===== src/rtl/multi_bit_sync_pkg.sv =====
`default_nettype none
// ============================================================================
// Module      : multi_bit_sync_pkg
// Description : Shared constants, helper function and edge record type for
//               the multi-bit level synchroniser.
//               Optional feature macro: MULTI_BIT_SYNC_FILTER_EN
// Revision    : 1.0 - initial release
// ============================================================================
package multi_bit_sync_pkg;

    // Fewest flops that still give a metastability settling stage.
    localparam int MIN_STAGES = 2;

    // Width needed to hold the values 0..n (at least one bit).
    function automatic int clog2_plus1(input int n);
        int w;
        w = 0;
        for (int i = 0; i < 32; i++) begin
            if ((64'd1 << w) < 64'(n + 1)) begin
                w = w + 1;
            end
        end
        if (w < 1) begin
            w = 1;
        end
        return w;
    endfunction

    // Per-channel edge record for consumers that want rise/fall bundled.
    typedef struct packed {
        logic rise;
        logic fall;
    } edge_t;

endpackage
`default_nettype wire


===== src/rtl/multi_bit_sync_sync_chan.sv =====
`default_nettype none
// ============================================================================
// Module      : sync_chan
// Description : One synchroniser channel: flop chain, optional glitch filter
//               and rise/fall edge detection against a history register.
//               Optional feature macro: MULTI_BIT_SYNC_FILTER_EN
// Revision    : 1.0 - initial release
// ============================================================================
module sync_chan
    import multi_bit_sync_pkg::*;
#(
    parameter int   NUM_STAGES = 2,
    parameter logic RST_VAL    = 1'b0,
    parameter int   FILTER_LEN = 4
) (
    input  logic CLK,
    input  logic RST,
    input  logic EN,
    input  logic ASYNC,
    output logic SYNC,
    output logic RISE,
    output logic FALL
);

    logic [NUM_STAGES-1:0] r_stage;
    logic                  r_hist;
    logic                  w_s;
    logic                  w_sync;

    // Synchroniser chain: bit 0 samples the async input, the MSB is settled.
    always_ff @(posedge CLK) begin
        if (RST) begin
            r_stage <= {NUM_STAGES{RST_VAL}};
        end else if (EN) begin
            r_stage <= {r_stage[NUM_STAGES-2:0], ASYNC};
        end
    end

    assign w_s = r_stage[NUM_STAGES-1];

`ifdef MULTI_BIT_SYNC_FILTER_EN
    localparam int               CNT_W      = clog2_plus1(FILTER_LEN);
    localparam logic [CNT_W-1:0] c_CNT_LAST = CNT_W'(FILTER_LEN - 1);

    logic             r_filt;
    logic [CNT_W-1:0] r_cnt;

    // Glitch filter: follow the settled level only after it has differed
    // from the current output for FILTER_LEN consecutive enabled cycles.
    always_ff @(posedge CLK) begin
        if (RST) begin
            r_filt <= RST_VAL;
            r_cnt  <= '0;
        end else if (EN) begin
            if (w_s == r_filt) begin
                r_cnt <= '0;
            end else if (r_cnt == c_CNT_LAST) begin
                r_filt <= w_s;
                r_cnt  <= '0;
            end else begin
                r_cnt <= r_cnt + 1'b1;
            end
        end
    end

    assign w_sync = r_filt;
`else
    assign w_sync = w_s;
`endif

    // Edge history: the previous enabled-cycle value of SYNC.
    always_ff @(posedge CLK) begin
        if (RST) begin
            r_hist <= RST_VAL;
        end else if (EN) begin
            r_hist <= w_sync;
        end
    end

    // Pulses are gated by EN so a frozen domain reports nothing; a pending
    // difference between SYNC and history pulses once EN returns.
    assign SYNC = w_sync;
    assign RISE = EN &  w_sync & ~r_hist;
    assign FALL = EN & ~w_sync &  r_hist;

endmodule
`default_nettype wire


===== src/rtl/multi_bit_sync.sv =====
`default_nettype none
// ============================================================================
// Module      : multi_bit_sync
// Description : BUS_WIDTH independent level synchronisers with per-channel
//               rise/fall pulses and a combined change flag. Channels are
//               NOT coherent with each other: simultaneous input changes may
//               land on different cycles. Do not use for multi-bit values.
//               Optional feature macro: MULTI_BIT_SYNC_FILTER_EN
// Revision    : 1.0 - initial release
// ============================================================================
module multi_bit_sync
    import multi_bit_sync_pkg::*;
#(
    parameter int                   BUS_WIDTH  = 1,
    parameter int                   NUM_STAGES = 2,
    parameter logic [BUS_WIDTH-1:0] RST_VAL    = {BUS_WIDTH{1'b0}},
    parameter int                   FILTER_LEN = 4
) (
    input  logic                 CLK,
    input  logic                 RST,
    input  logic                 EN,
    input  logic [BUS_WIDTH-1:0] ASYNC,
    output logic [BUS_WIDTH-1:0] SYNC,
    output logic [BUS_WIDTH-1:0] RISE,
    output logic [BUS_WIDTH-1:0] FALL,
    output logic                 CHG
);

    // Reject configurations that cannot work at elaboration time.
    if (BUS_WIDTH < 1) begin : g_bad_width
        $error("multi_bit_sync: BUS_WIDTH must be >= 1");
    end
    if (NUM_STAGES < MIN_STAGES) begin : g_bad_stages
        $error("multi_bit_sync: NUM_STAGES must be >= MIN_STAGES");
    end
    if (FILTER_LEN < 1) begin : g_bad_filter
        $error("multi_bit_sync: FILTER_LEN must be >= 1");
    end

    // One fully independent channel per bit.
    for (genvar i = 0; i < BUS_WIDTH; i++) begin : g_chan
        sync_chan #(
            .NUM_STAGES (NUM_STAGES),
            .RST_VAL    (RST_VAL[i]),
            .FILTER_LEN (FILTER_LEN)
        ) u_chan (
            .CLK   (CLK),
            .RST   (RST),
            .EN    (EN),
            .ASYNC (ASYNC[i]),
            .SYNC  (SYNC[i]),
            .RISE  (RISE[i]),
            .FALL  (FALL[i])
        );
    end

    // Any edge on any channel this cycle.
    assign CHG = |(RISE | FALL);

endmodule
`default_nettype wire


===== config.mk =====
export PLATFORM = sky130hd
export DESIGN_NAME = multi_bit_sync
export DESIGN_NICKNAME = d
export VERILOG_FILES = /design/src/rtl/multi_bit_sync_pkg.sv /design/src/rtl/multi_bit_sync_sync_chan.sv /design/src/rtl/multi_bit_sync.sv
export SDC_FILE = /design/constraint.sdc
export NUM_CORES = 1
export LEC_CHECK = 0
export ABC_AREA = 1
export ABC_CLOCK_PERIOD_IN_PS = 1700
export CAP_MARGIN = 20
export CORE_AREA = 8 8 45 47
export CTS_BUF_LIST = sky130_fd_sc_hd__clkbuf_16
export DETAILED_ROUTE_END_ITERATION = 6
export DIE_AREA = 0 0 53 55
export GPL_TIMING_DRIVEN = 0
export PLACE_DENSITY = 0.41
export REMOVE_ABC_BUFFERS = 1
export SYNTH_ARGS = -nofsm -noshare
export SYNTH_HDL_FRONTEND = slang
export SYNTH_SLANG_ARGS = --single-unit

===== constraint.sdc =====
create_clock -name CLK -period 1.7 [get_ports CLK]
set_clock_uncertainty 0.15 [all_clocks]
set_input_delay 0.51 -clock CLK [delete_from_list [all_inputs] [get_ports CLK]]
set_output_delay 0.51 -clock CLK [all_outputs]
set_load 0.01 [all_outputs]

==> metrics.cfg <==
[die]
die_width_um = 53
initial_core_util_pct = 9.855
pin_count = 8
fp.dieH_um = 55
core_area_mm2 = 0.001384
rows = 14
die_area_mm2 = 0.002915

[drt]
drc_errors = 0
totalWireLength_um = 396
routed.top_layer = met3
vias = 149
wl_met1_um = 140
wl_met2_um = 192
postRouteAntennaNets = 0
dr.pass1.iters = 1
viasPerCell = 3.239
wl_per_cell_um = 8.609
wl_met3_um = 62
drt_iter0_markers = 0

[logic_synthesis]
netlist_instances = 19
yosys.cell_types.count = 9
yosys_warnings = 0
ys_seq_elements = 3
synth_seq_area_share_pct = 44.04
syn_avg_cell_area_um2 = 7.178
syn_area_um2 = 136.4

[placement]
gp_congestion = 0.6073
port_buffers = 7

[critical_path]
crit_type = reg -> out
cp-start-kind = flip-flop
r2r_start = g_chan[0].u_chan.r_stage[1]$_SDFFE_PP0P_
reg2reg_depth = 2
crit_path_max_fanout = 4
slowest_delay_ps = 380
end_kind = output port
crit_arrival_ps = 980
cp_slowest_cell = dfxtp_1
r2r-end = g_chan[0].u_chan.r_stage[1]$_SDFFE_PP0P_
required_ps = 1040
path_cells = nand3_2, inv_1, clkdlybuf4s15_2
path_buf_inv = 2
path_delay_family = flip-flops
rrSetupSlack_ps = 890

[clocking]
clkLatencyLatePin_ps = 220
tritoncts = done
cts_sinks = 3
root_buffer = clkbuf_16
cts_max_path_buffers = 2
postCtsHoldBufs = 0
numCtsBuffers = 3
cts_max_level = 1
clkTransAtPathRegs_ps = 30

[timing]
setup_violations = 0
rsz0062_at_grt = false
finalCriticalPeriod_ps = 1639
maxSlewViolCount = 0
worst_pin_slew_ps = 160.2
max_freq_ghz = 0.6101
hold_ws_ps = 333.1
finalHoldViolCount = 0
maxSlewHeadroom_pct = 89.31
finalCritPeriodShare_pct = 96.41

[global_routing]
grt_max_degree = 6
grt_pass1_wl_um = 634
antenna_found_initial = 0
grt_pass1_vias = 175
grt-ovfl-total = 0
grt.total_usage_pct = 3.659

[pwr]
p_leak_nw = 0.1473
vdd_drop_max_mv = 0.3043
p_per_area_mw_per_mm2 = 1577
finalPower_uw = 471.5

[worst_hold_path]
min-delay-start = g_chan[0].u_chan.r_stage[0]$_SDFFE_PP0P_
min_to = g_chan[0].u_chan.r_stage[1]$_SDFFE_PP0P_
whs_path_depth = 2
min_path_type = reg -> reg

[cells_and_area]
area_delta_synth_final_pct = 119.3
antenna_cells = 0
final_core_util_pct = 21.61
nNetsFinal = 35
drive_gt1_share_pct = 40.00

[outcome]
run_status = complete, no violations

[flow_run]
maxCapViolCount = 0

per-stage QoR:
step	instance area [µm²]	worst slack [ps]	setup TNS, ps	std cells
finish	299.0	61.00	0	46
global route	299.0	1.509	0	46
CTS	290.3	2.967	0	46
detailed placement	226.5	-798.3	-2339	42
global placement	226.5	-793.6	-2341	42
floorplan	136.4	295.8	0	19
power breakdown:
group / leakage (nW) / total (mW) / internal (mW) / switching, mW
clock network: 0.0423 / 0.366 / 0.303 / 0.0627
registers: 0.0251 / 0.0789 / 0.0754 / 0.00355
logic: 0.0799 / 0.0268 / 0.0137 / 0.0131
layout make-up:
class	instances	area, µm²
fillers	164	1085
clock buffers	3	75.07
multi-input cells	12	66.31
flip-flops and latches	3	61.31
repair buffers	7	57.56
well taps	16	20.02
inverters	4	15.01
clock inverters	1	3.754
what timing repair did:
item,4_1_cts,5_1_grt
endpoints found under the setup margin,4,1
setup buffers,0,0
gates resized for setup,16,3
cloned,0,0
registers in the layout (all words and copies together) (netlist names):
name and flops:
g_chan.u_chan.r_hist 1, g_chan.u_chan.r_stage 2
worst register-to-register path: cells and delay by family (launching register included):
kind	cells	cell delay, ps
flip-flops	1	330
AO/OA/AOI/OAI	1	160
AND/OR/NAND/NOR	1	60
routing by layer:
metal	global-route usage (%)	up-vias
met5	0	-
met4	6.466	0
met3	3.743	0
met2	4.883	5
met1	1.973	63
li1	-	81
worst max-delay path by stage:
stage                     slack (ps)  endpoint  cells after the start                                  from
after floorplan                  300      RISE                      2                                    EN
after global placement          -790       CHG                      4                                    EN
after detailed placement        -800       CHG                      4                                    EN
after CTS                          3      FALL                      4                                    EN
after global routing               2      FALL                      3  g_chan[0].u_chan.r_hist$_SDFFE_PP0P_
final                             60      FALL                      3  g_chan[0].u_chan.r_hist$_SDFFE_PP0P_
layout by cell type (no fill, tap or decap), drive strengths merged:
master	instances
inv	5
nor2	5
clkbuf	3
o21ai	3
dfxtp	3
buf	3
clkdlybuf4s50	2
nand2	2
nand3	1
a21oi	1
clkdlybuf4s15	1
dlygate4sd2	1
cells by family (layout without fill, tap and decap cells):
| kind of cell | count (synthesis) | after routing | synth area share (%) |
|---|---|---|---|
| AOI/OAI and AO/OA | 4 | 4 | 20.19 |
| and+or+nand+nor | 8 | 8 | 24.77 |
| DFF | 3 | 3 | 44.04 |
| buffers and inverters | 4 | 15 | 11.01 |
cell usage after synthesis:
| master | instances | area share, % |
|---|---|---|
| nor2_1 | 5 | 14 |
| inv_1 | 4 | 11 |
| dfxtp_1 | 3 | 44 |
| o21ai_0 | 2 | 7.3 |
| a21oi_2 | 1 | 6.4 |
| nand2_1 | 1 | 2.7 |
| nand2_2 | 1 | 4.6 |
| nand3_1 | 1 | 3.7 |
| o21ai_2 | 1 | 6.4 |
Power figures use the tool's default switching activity.
